## src/rtl/fetch_pkg.sv

```systemverilog
// Shared definitions for the instruction fetch sequencer: FSM state
// encoding, default parameter values and the sequential PC step.
package fetch_pkg;

    typedef enum logic [1:0] {
        S_IDLE  = 2'd0,
        S_REQ   = 2'd1,
        S_DRAIN = 2'd2
    } fetch_state_e;

    localparam logic [31:0] DEFAULT_RESET_PC = 32'h0000_0000;
    localparam int          DEFAULT_QDEPTH   = 2;
    localparam logic [31:0] PC_INC           = 32'd4;

endpackage

```

## src/rtl/fetch_if.sv

```systemverilog
// Fetch bus bundle: instruction-memory request/ack channel, redirect input
// and the decode-side instruction handshake.
//   master : the fetch sequencer (drives imem_req/imem_addr and inst_*)
//   slave  : memory + decode + branch unit side
interface fetch_if;
    logic        imem_req;
    logic [31:0] imem_addr;
    logic        imem_ack;
    logic [31:0] imem_rd;
    logic        redirect;
    logic [31:0] redirect_pc;
    logic        inst_valid;
    logic [31:0] inst;
    logic [31:0] inst_pc;
    logic        inst_ready;

    modport master (
        output imem_req, imem_addr, inst_valid, inst, inst_pc,
        input  imem_ack, imem_rd, redirect, redirect_pc, inst_ready
    );

    modport slave (
        input  imem_req, imem_addr, inst_valid, inst, inst_pc,
        output imem_ack, imem_rd, redirect, redirect_pc, inst_ready
    );
endinterface

```

## src/rtl/fetch_queue.sv

```systemverilog
// QDEPTH-entry FIFO of {instruction, pc} pairs.
// Ports: push/push_inst/push_pc write at the tail, pop advances the head,
// flush empties the queue (wins over push/pop), head_* show the head entry
// combinationally, count is the current occupancy.
module fetch_queue #(
    parameter int QDEPTH = 2,
    parameter int CW     = $clog2(QDEPTH + 1)
) (
    input  logic          clk,
    input  logic          rst_n,
    input  logic          push,
    input  logic [31:0]   push_inst,
    input  logic [31:0]   push_pc,
    input  logic          pop,
    input  logic          flush,
    output logic          head_valid,
    output logic [31:0]   head_inst,
    output logic [31:0]   head_pc,
    output logic [CW-1:0] count
);
    localparam int PW = (QDEPTH > 1) ? $clog2(QDEPTH) : 1;

    logic [31:0]   inst_q [QDEPTH];
    logic [31:0]   inst_d [QDEPTH];
    logic [31:0]   pc_q   [QDEPTH];
    logic [31:0]   pc_d   [QDEPTH];
    logic [PW-1:0] rd_ptr_q, rd_ptr_d;
    logic [PW-1:0] wr_ptr_q, wr_ptr_d;
    logic [CW-1:0] count_q, count_d;

    function automatic logic [PW-1:0] ptr_next(input logic [PW-1:0] p);
        return (p == PW'(QDEPTH - 1)) ? '0 : p + 1'b1;
    endfunction

    always_comb begin
        inst_d   = inst_q;
        pc_d     = pc_q;
        rd_ptr_d = rd_ptr_q;
        wr_ptr_d = wr_ptr_q;
        count_d  = count_q;
        if (flush) begin
            rd_ptr_d = '0;
            wr_ptr_d = '0;
            count_d  = '0;
        end else begin
            if (push) begin
                inst_d[wr_ptr_q] = push_inst;
                pc_d[wr_ptr_q]   = push_pc;
                wr_ptr_d         = ptr_next(wr_ptr_q);
            end
            if (pop) begin
                rd_ptr_d = ptr_next(rd_ptr_q);
            end
            count_d = count_q + CW'(push) - CW'(pop);
        end
    end

    always_ff @(posedge clk or negedge rst_n) begin
        if (!rst_n) begin
            for (int i = 0; i < QDEPTH; i++) begin
                inst_q[i] <= '0;
                pc_q[i]   <= '0;
            end
            rd_ptr_q <= '0;
            wr_ptr_q <= '0;
            count_q  <= '0;
        end else begin
            inst_q   <= inst_d;
            pc_q     <= pc_d;
            rd_ptr_q <= rd_ptr_d;
            wr_ptr_q <= wr_ptr_d;
            count_q  <= count_d;
        end
    end

    assign head_valid = (count_q != '0);
    assign head_inst  = inst_q[rd_ptr_q];
    assign head_pc    = pc_q[rd_ptr_q];
    assign count      = count_q;
endmodule

```

## src/rtl/fetch_sequencer.sv

```systemverilog
// Instruction fetch sequencer: issues one outstanding instruction-memory
// read at a time, queues returned words with their PC for decode, and
// handles redirects (branch/jump) including a request already in flight.
// Ports: clk, rst_n (async active-low), bus (fetch_if.master).
//
//   state   | meaning
//   --------+-----------------------------------------------------------
//   S_IDLE  | no request; waiting for queue space or a redirect
//   S_REQ   | live request at req_addr, response will be queued
//   S_DRAIN | request in flight was made stale by a redirect; discard it
module fetch_sequencer
    import fetch_pkg::*;
#(
    parameter logic [31:0] RESET_PC = DEFAULT_RESET_PC,
    parameter int          QDEPTH   = DEFAULT_QDEPTH
) (
    input logic     clk,
    input logic     rst_n,
    fetch_if.master bus
);
    localparam int CW = $clog2(QDEPTH + 1);

    fetch_state_e  state_q, state_d;
    logic [31:0]   fetch_pc_q, fetch_pc_d;
    logic [31:0]   req_addr_q, req_addr_d;
    logic          push, pop, flush;
    logic          q_valid;
    logic [31:0]   q_inst, q_pc;
    logic [CW-1:0] q_count;
    logic [31:0]   occ_now;
    logic [31:0]   target;
    logic [31:0]   pc_plus;

    assign target  = {bus.redirect_pc[31:2], 2'b00};
    assign pc_plus = fetch_pc_q + PC_INC;

    always_comb begin
        state_d    = state_q;
        fetch_pc_d = fetch_pc_q;
        req_addr_d = req_addr_q;
        push       = 1'b0;
        // A redirect flushes the queue, so it suppresses any pop that cycle.
        pop        = q_valid & bus.inst_ready & ~bus.redirect;
        flush      = bus.redirect;
        // Occupancy after this cycle's pop; space is reserved at issue time.
        occ_now    = 32'(q_count) - 32'(pop);

        case (state_q)
            S_IDLE: begin
                if (bus.redirect) begin
                    fetch_pc_d = target;
                    req_addr_d = target;
                    state_d    = S_REQ;
                end else if (occ_now < 32'(QDEPTH)) begin
                    req_addr_d = fetch_pc_q;
                    state_d    = S_REQ;
                end
            end
            S_REQ: begin
                if (bus.imem_ack) begin
                    if (bus.redirect) begin
                        fetch_pc_d = target;
                        req_addr_d = target;
                    end else begin
                        push       = 1'b1;
                        fetch_pc_d = pc_plus;
                        if (occ_now + 32'd1 < 32'(QDEPTH)) begin
                            req_addr_d = pc_plus;
                        end else begin
                            state_d = S_IDLE;
                        end
                    end
                end else if (bus.redirect) begin
                    fetch_pc_d = target;
                    state_d    = S_DRAIN;
                end
            end
            S_DRAIN: begin
                if (bus.redirect) begin
                    fetch_pc_d = target;
                end
                if (bus.imem_ack) begin
                    req_addr_d = bus.redirect ? target : fetch_pc_q;
                    state_d    = S_REQ;
                end
            end
            default: state_d = S_IDLE;
        endcase
    end

    always_ff @(posedge clk or negedge rst_n) begin
        if (!rst_n) begin
            state_q    <= S_IDLE;
            fetch_pc_q <= RESET_PC;
            req_addr_q <= RESET_PC;
        end else begin
            state_q    <= state_d;
            fetch_pc_q <= fetch_pc_d;
            req_addr_q <= req_addr_d;
        end
    end

    fetch_queue #(.QDEPTH(QDEPTH), .CW(CW)) u_queue (
        .clk        (clk),
        .rst_n      (rst_n),
        .push       (push),
        .push_inst  (bus.imem_rd),
        .push_pc    (req_addr_q),
        .pop        (pop),
        .flush      (flush),
        .head_valid (q_valid),
        .head_inst  (q_inst),
        .head_pc    (q_pc),
        .count      (q_count)
    );

    assign bus.imem_req   = (state_q != S_IDLE);
    assign bus.imem_addr  = req_addr_q;
    assign bus.inst_valid = q_valid;
    assign bus.inst       = q_inst;
    assign bus.inst_pc    = q_pc;
endmodule

```

## src/flat_wrapper.sv

```systemverilog
// flat-port wrapper written by rule: the top's interface ports become plain ports
module fetch_sequencer_flat import fetch_pkg::*;
#(
    parameter logic [31:0] RESET_PC = DEFAULT_RESET_PC,
    parameter int          QDEPTH   = DEFAULT_QDEPTH
)
  (clk, rst_n, bus_imem_req, bus_imem_addr, bus_inst_valid, bus_inst, bus_inst_pc, bus_imem_ack, bus_imem_rd, bus_redirect, bus_redirect_pc, bus_inst_ready);
  fetch_if bus_i ();
  input logic clk;
  input logic rst_n;
  output wire logic [$bits(bus_i.imem_req)-1:0] bus_imem_req;
  output wire logic [$bits(bus_i.imem_addr)-1:0] bus_imem_addr;
  output wire logic [$bits(bus_i.inst_valid)-1:0] bus_inst_valid;
  output wire logic [$bits(bus_i.inst)-1:0] bus_inst;
  output wire logic [$bits(bus_i.inst_pc)-1:0] bus_inst_pc;
  input wire logic [$bits(bus_i.imem_ack)-1:0] bus_imem_ack;
  input wire logic [$bits(bus_i.imem_rd)-1:0] bus_imem_rd;
  input wire logic [$bits(bus_i.redirect)-1:0] bus_redirect;
  input wire logic [$bits(bus_i.redirect_pc)-1:0] bus_redirect_pc;
  input wire logic [$bits(bus_i.inst_ready)-1:0] bus_inst_ready;
  assign bus_imem_req = bus_i.imem_req;
  assign bus_imem_addr = bus_i.imem_addr;
  assign bus_inst_valid = bus_i.inst_valid;
  assign bus_inst = bus_i.inst;
  assign bus_inst_pc = bus_i.inst_pc;
  assign bus_i.imem_ack = bus_imem_ack;
  assign bus_i.imem_rd = bus_imem_rd;
  assign bus_i.redirect = bus_redirect;
  assign bus_i.redirect_pc = bus_redirect_pc;
  assign bus_i.inst_ready = bus_inst_ready;
  fetch_sequencer #(.RESET_PC(RESET_PC), .QDEPTH(QDEPTH)) u_core (.clk(clk), .rst_n(rst_n), .bus(bus_i));
endmodule
```

## config.mk

```make
export PLATFORM = sky130hd
export DESIGN_NAME = fetch_sequencer_flat
export DESIGN_NICKNAME = d
export VERILOG_FILES = /design/src/rtl/fetch_pkg.sv /design/src/rtl/fetch_if.sv /design/src/rtl/fetch_queue.sv /design/src/rtl/fetch_sequencer.sv /design/src/flat_wrapper.sv
export SDC_FILE = /design/constraint.sdc
export NUM_CORES = 1
export LEC_CHECK = 0
export BUFFER_PORTS_ARGS = -buffer_cell sky130_fd_sc_hd__buf_4
export CAP_MARGIN = 15
export CORE_MARGIN = 3
export CORE_UTILIZATION = 55
export DETAILED_ROUTE_END_ITERATION = 6
export GPL_ROUTABILITY_DRIVEN = 0
export HOLD_SLACK_MARGIN = 0.1
export PLACE_DENSITY = 0.78
export SLEW_MARGIN = 20
export SYNTH_ARGS = -nofsm -noshare
export SYNTH_HDL_FRONTEND = slang
export SYNTH_SLANG_ARGS = --single-unit
```

## constraint.sdc

```tcl
create_clock -name clk -period 8.7 [get_ports clk]
set_clock_uncertainty 0.2 [all_clocks]
set_input_delay 1.305 -clock clk [delete_from_list [all_inputs] [get_ports clk]]
set_output_delay 1.305 -clock clk [all_outputs]
set_load 0.005 [all_outputs]
```

==> impl_results.md, run 1 <==
- Vias per cell: 5.88
- Min Tclk post-route: 4.17 ns
- Vias in the first global route: 7,011
- DR pass1 iterations: 5
- Hold Crit Class: reg -> reg
- Die area: 19,900 sq um
- Nets: 1,079
- CTS clk-pin slew, worst paths: 0.07 ns
- Worst setup EP type: flip-flop
- Storage cell area: 4960 sq um
- Syn nets: 949
- Post-synthesis simple-gate area fraction: 0.105
- PwrDens: 334 nW/um^2
- Final WL: 22.8 mm
- Post-CTS Hold Fix Bufs: 0
- Synth warn: 0
- Post-CTS Setup Bufs: 0
- Post-synth top flop: dfrtp_1
- Syn_area_per_cell: 11.5 sq um
- GRT Total Usage: 0.232
- CTS HTree Levels: 4
- Clock tree sinks: 198
- Ys async rst share: 1.00
- Compound-Gate Fraction of Synth Area: 0.0967
- Crit share post-route: 0.479
- Final Non-Filler Cells: 1,237
- Port bufs: 164
- Fill count: 1,365
- Sum of negative setup slack: 0 ns
- Post-CTS Resized: 0
- Largest net degree at the start of global routing: 96
- Arrival time worst endpoint: 4.32 ns
- DRT iter0 DRCs: 544
- Critical path type: in -> reg
- Initial Util: 0.570
- Register area share after synthesis: 0.494
- Max Slew Vio Count: 0
- Max Cap Viol: 0
- Multiplexer share of the synthesized area: 0.247
- Cells after Synth: 869
- Setup Viol. Count Final: 0
- Pre-CTS WS: 4.12 ns
- Fin worst setup slack: 4.53 ns
- Most frequent cells in the layout: 204 x mux2_2, 197 x dfrtp_1, 171 x buf_4
- CTS root buf: clkbuf_16
- Inserted Diodes: 0
- Clock buffer depth: 2
- CTS tree: done
- Post-synth EDFFs: 0
- Unrepaired setup endpoints after global routing: no
- Status: finished, final reports clean
- Core Box Area: 17,600 sq um
- Clock buffer count from CTS: 17
- Commonest non-fill, non-tap cell in the layout: mux2_2
- Clock latency on the worst-skew pair: 0.43 ns
- Initial antenna violation count: 0
- Placed insts: 1,205
- Worst IR Drop VDD: 0.165 mV
- Wire per inst: 18.4 microns
- Synth Area in XOR/XNOR: 0.00612
- Area added between synthesis and finish: 18.8%
- Hold violation count in the final report: 0
- Adder-Cell Fraction of Synth Area: 0.0137
- CP Launch Type: input pin
- DRC Markers: 0
- Pleak: 5.40 nW
- Ports: 167
- Die width: 141 microns
- Detail Route Antenna Nets: 0
- Vias: 7,277
- Global-route wire length before repair: 37.2 mm
- Rel. slew slack: 0.392
- Fmax: 240 MHz
- DIE HEIGHT: 141 microns
- Post-Syn Area: 10,000 sq um
- Crit path max fanout: 63
- Grt ovf: 0
- Hpwl dp: 15.6 mm
- Synth Register Bits: 198
- CP Data Required Time: 8.85 ns
- Area of the multi-input gates: 4720 sq um
- Worst Max-Slew Pin Slew: 0.913 ns
- Main combinational cell family by area after synthesis: multiplexers
- Distinct cell type count after synthesis: 69
- Fin util: 0.677
- Number of cell rows: 48
- Min Hold Slack: 0.288 ns
- Layout cells sized above 1: 0.425
[Yosys cell counts, types with 13 or more instances]
cell / number / area, sq um
nor2_1: 41 / 154
buf_2: 19 / 95.1
nand2_1: 67 / 251
dfrtp_1: 198 / 4950
o21ai_0: 44 / 220
nand4_1: 13 / 81.3
a21oi_1: 36 / 180
nand3_1: 14 / 70.1
clkbuf_1: 32 / 120
mux2_2: 204 / 2300
inv_1: 18 / 67.6
mux2i_1: 18 / 180
[cells by family after synthesis]
group / after synthesis
mux: 222
simple gates: 201
flops: 198
compound gates: 150
buf+inv: 80
fa+ha+maj: 11
xor+xnor: 7
[routing by layer]
layer / routed length (microns) / vias to the layer above / track usage
met4: 272 / 0 / 0.0520
met3: 1320 / 17 / 0.0465
li1: - / 3422 / -
met1: 10500 / 3620 / 0.341
met5: 0 / - / 0
met2: 10700 / 218 / 0.358
[stage by stage]
stage | area (sq um) | power [mW]
finish | 11900 | 3.98
global route | 11900 | 4.24
CTS | 11900 | 4.01
detailed placement | 11300 | 3.21
global placement | 11300 | 3.15
floorplan | 10000 | 2.54
[path summary, 6_finish.rpt]
| check | start | to | slack (ns) | depth (start not counted) |
|---|---|---|---|---|
| min in group asynchronous | rst_n | u_core.u_queue.inst_q[5]$_DFFE_PN0P_ | 0.71 | 1 |
| hold / removal | u_core.fetch_pc_q[1]$_DFFE_PN0P_ | u_core.fetch_pc_q[1]$_DFFE_PN0P_ | 0.29 | 1 |
| hold reg to reg | u_core.fetch_pc_q[1]$_DFFE_PN0P_ | u_core.fetch_pc_q[1]$_DFFE_PN0P_ | 0.29 | 1 |
| setup reg to reg | u_core.u_queue.count[1]$_DFF_PN0_ | u_core.bus.imem_addr[31]$_DFFE_PN0P_ | 4.90 | 16 |
| setup / recovery | bus_inst_ready | u_core.bus.imem_addr[31]$_DFFE_PN0P_ | 4.53 | 15 |
| max in group asynchronous | rst_n | u_core.bus.imem_addr[17]$_DFFE_PN0P_ | 6.29 | 2 |
[worst max-delay path, stage by stage]
cell and delay [ns]:
buf_4 0.11, nand2_1 0.10, nor2_1 0.07, ha_1 0.20, ha_1 0.30, inv_1 0.08, ha_1 0.14, inv_1 0.05
ha_1 0.16, or4_1 0.51, nor3_1 0.42, o22ai_4 0.11, buf_4 0.31, a31o_2 0.28, o21ai_0 0.13
[power by group]
part | internal (mW) | total, mW | switching, mW
registers | 1.32 | 1.65 | 0.329
logic | 0.888 | 1.54 | 0.653
clock network | 0.409 | 0.781 | 0.373
[area by class of cell]
type / count / share of cell area
Timing Repair Buffer: 172 / 0.109
Clock buffer: 17 / 0.0357
Clock inverter: 15 / 0.0136
Multi-Input combinational cell: 591 / 0.396
Sequential cell: 198 / 0.416
Tap cell: 225 / 0.0236
Inverter: 19 / 0.00599
[sequential cells by signal (all words and copies together) (netlist names)]
signal and count:
u_core.fetch_pc_q 32, u_core.u_queue.pc_q 64, u_core.u_queue.inst_q 64, u_core.state_q 2
u_core.bus.imem_addr 32, u_core.u_queue.count 2, u_core.u_queue.rd_ptr_q 1, u_core.u_queue.wr_ptr_q 1
Power figures use the tool's default switching activity.
==> run 2, diff against run 1 <==
- ABC_AREA: unset -> 1
- clock period: 8.7 -> 3.84 ns (I/O delays scaled with it)
==> impl_results.md, run 2 <==
- Reg2reg end: u_core.bus.imem_addr[20]$_DFFE_PN0P_
- Synth warn: 0 (unchanged)
- Register area share after synthesis: 0.484 (-0.0101)
- Hold_sp: bus_imem_rd[4]
- Vias in the first global route: 8,838 (+26%)
- Worst R2R Start: u_core.u_queue.count[1]$_DFF_PN0_
- CTS root buf: clkbuf_16
- CP Data Required Time: 4.00 ns (-4.85 ns)
- Yosys top cell area share: 0.484 (-0.0101)
- PwrDens: 779 nW/um^2 (+130%)
- Worst Max-Slew Pin Slew: 0.796 ns (-0.117 ns)
- Clock buffer depth: 2 (unchanged)
- Fin worst setup slack: 0.638 ns (-3.89 ns)
- Crit share post-route: 0.834
- Post-synth top flop: dfrtp_1
- Synth Register Bits: 198 (unchanged)
- Critical path cell sequence: inv_1 > nand2_1 > nand2_1 > nor2_1 > ha_1 > ha_1 > inv_1 > ha_1 > inv_1 > ha_1 > nand2_1 > nor3_1 > nand2_1 > nand2_1 > nand2_1 > inv_2 > nand3_1 > nand2_1
- Clock tree sinks: 198 (unchanged)
- Post-synth top cells: 585 x nand2_1, 198 x dfrtp_1, 170 x o21ai_1
- Initial antenna violation count: 0 (unchanged)
- Max Cap Viol: 0 (unchanged)
- DR pass1 iterations: 5 (unchanged)
- Pleak: 6.52 nW (+21%)
- Most frequent cells in the layout: 584 x nand2_1, 197 x dfrtp_1, 180 x buf_4
- Vias: 9,473 (+30%)
- Number of cell rows: 49 (+2.1%)
- Most common cell in the synthesized netlist: nand2_1
- Sum of negative setup slack: 0 ns (unchanged)
- Commonest non-fill, non-tap cell in the layout: nand2_1
- Vias per cell: 5.26 (-11%)
- Pre-CTS WS: 0.560 ns (-3.56 ns)
- Global-route wire length before repair: 42.9 mm (+15%)
- Worst setup EP type: flip-flop
- Worst R2R Setup Slack: 0.64 ns (-4.26 ns)
- Post-CTS Setup Bufs: 0 (unchanged)
- Clock latency on the worst-skew pair: 0.43 ns (about the same)
- Ports: 167 (unchanged)
- CTS tree: done
- Initial Util: 0.564 (-0.00577)
- Setup Viol. Count Final: 0 (unchanged)
- Nets: 1,638 (+52%)
- Hold violation count in the final report: 0 (unchanged)
- Post-CTS Hold Fix Bufs: 1 (+1)
- Worst r2r path cells: 18 (+2)
- Hold depth: 3 (+2)
- Core Box Area: 18,100 sq um (+3.1%)
- Min Hold Slack: 0.210 ns (-0.0786 ns)
- Detail Route Antenna Nets: 0 (unchanged)
- Area added between synthesis and finish: 19.0%
- Ys async rst share: 1.00 (unchanged)
- Port bufs: 164 (unchanged)
- Layout cells sized above 1: 0.153 (-0.272)
- Worst IR Drop VDD: 0.900 mV (+440%)
- Unrepaired setup endpoints after global routing: no
- Hpwl dp: 17.9 mm (+15%)
- Die width: 142 microns (+0.99%)
- Distinct cell type count after synthesis: 31 (-55%)
- Rel. slew slack: 0.469 (+0.0779)
- Clock buffer count from CTS: 17 (unchanged)
- Post-Syn Area: 10,200 sq um (+2.1%)
- DRC Markers: 0 (unchanged)
- Grt ovf: 0 (unchanged)
- Top cells by area, synth: dfrtp_1 48%, nand2_1 21%, o21ai_1 8.3%
- Critical path type: reg -> reg
- Most used cell along the critical path: nand2_1
- CP bufs+invs: 4 (unchanged)
- CP top delay family: simple AND/OR/NAND/NOR gates
- Largest net degree at the start of global routing: 100 (+4.2%)
- Status: finished, final reports clean
- Final WL: 26.1 mm (+15%)
- Die area: 20,300 sq um (+2.0%)
- Hold Crit Class: in -> reg
- Inserted Diodes: 0 (unchanged)
- Hold Path Sink: u_core.u_queue.inst_q[36]$_DFFE_PN0P_
- Synth area leader: dfrtp_1
- GRT Total Usage: 0.261 (+0.0295)
- Cells after Synth: 1,428 (+64%)
- CP Launch Type: flip-flop
- DRT iter0 DRCs: 829 (+52%)
- Fmax: 312 MHz
- CTS HTree Levels: 4 (unchanged)
- Regs by FF count: u_core.u_queue.inst_q (64), u_core.u_queue.pc_q (64)
- Syn_area_per_cell: 7.17 sq um (-38%)
- Crit path max fanout: 28 (-56%)
- Arrival time worst endpoint: 3.36 ns (-0.96 ns)
- Post-CTS Resized: 0 (unchanged)
- Post-synth EDFFs: 0 (unchanged)
- Max Slew Vio Count: 0 (unchanged)
- Fill count: 1,608 (+18%)
- Min Tclk post-route: 3.20 ns
- CTS clk-pin slew, worst paths: 0.07 ns (about the same)
- Wire per inst: 14.5 microns (-21%)
- Crit-path max cell delay: 0.39 ns (-0.12 ns)
- DIE HEIGHT: 142 microns (+0.99%)
- Syn nets: 1,508 (+59%)
- Slowest library cell on the worst path: dfrtp_1
==> run 2: cell type report <==
class	instances	area [sq um]	area share
clock inverters	13	135	0.0111
multi-input cells	1016	4410	0.362
repair buffers	184	1420	0.116
inverters	141	529	0.0435
well taps	229	287	0.0235
flip-flops and latches	198	4960	0.407
clock buffers	19	443	0.0364
==> run 2: how the worst max path moves through the flow <==
| stage | startpoint | to | slack, ns | cells after the start |
|---|---|---|---|---|
| global route | u_core.u_queue.count[1]$_DFF_PN0_ | u_core.bus.imem_addr[20]$_DFFE_PN0P_ | 0.30 | 18 |
| detailed placement | bus_inst_ready | u_core.bus.imem_addr[20]$_DFFE_PN0P_ | 0.56 | 17 |
| global placement | bus_inst_ready | u_core.bus.imem_addr[20]$_DFFE_PN0P_ | 0.65 | 17 |
| CTS | u_core.u_queue.count[1]$_DFF_PN0_ | u_core.bus.imem_addr[20]$_DFFE_PN0P_ | 0.63 | 18 |
| floorplan | bus_redirect | u_core.bus.imem_addr[7]$_DFFE_PN0P_ | 0.32 | 19 |
| finish | u_core.u_queue.count[1]$_DFF_PN0_ | u_core.bus.imem_addr[20]$_DFFE_PN0P_ | 0.64 | 18 |
==> run 2: power by group <==
| part | internal (mW) | switching [mW] | leakage [nW] |
|---|---|---|---|
| combinational | 1.68 | 2.37 | 3.76 |
| sequential | 3.00 | 0.678 | 2.49 |
| clock | 0.933 | 0.821 | 0.271 |
| total | 5.62 | 3.87 | 6.52 |
==> run 2: per-layer routing <==
metal / track usage / routed length [microns] / vias to the layer above / share of wire
met2: 0.413 / 11900 / 343 / 0.46
met1: 0.370 / 11800 / 4319 / 0.45
li1: - / - / 4758 / -
met5: 0 / 0 / - / 0
met4: 0.0895 / 657 / 0 / 0.025
met3: 0.0427 / 1740 / 53 / 0.067
==> run 2: cell families after synthesis <==
family / share of synthesized area
and+or+nand+nor: 0.290
AOI/OAI and AO/OA: 0.125
DFF: 0.484
buffers and inverters: 0.0856
adders and majority gates: 0.0134
xor gates and xnor gates: 0.00257
==> run 2: worst min-delay path: cells and delay by family <==
| family | cells | cell delay (ns) |
|---|---|---|
| buffers and inverters | 2 | 0.11 |
| AO/OA/AOI/OAI | 1 | 0.11 |
==> run 2: metrics by stage <==
step | cells | power, mW | instance area, sq um | utilization
after global placement | 1767 | 7.58 | 11600 | 0.639
final | 1800 | 9.49 | 12200 | 0.671
after detailed placement | 1767 | 7.74 | 11600 | 0.639
after CTS | 1800 | 9.51 | 12200 | 0.671
after global routing | 1800 | 10.3 | 12200 | 0.671
after floorplan | 1428 | 6.05 | 10200 | -
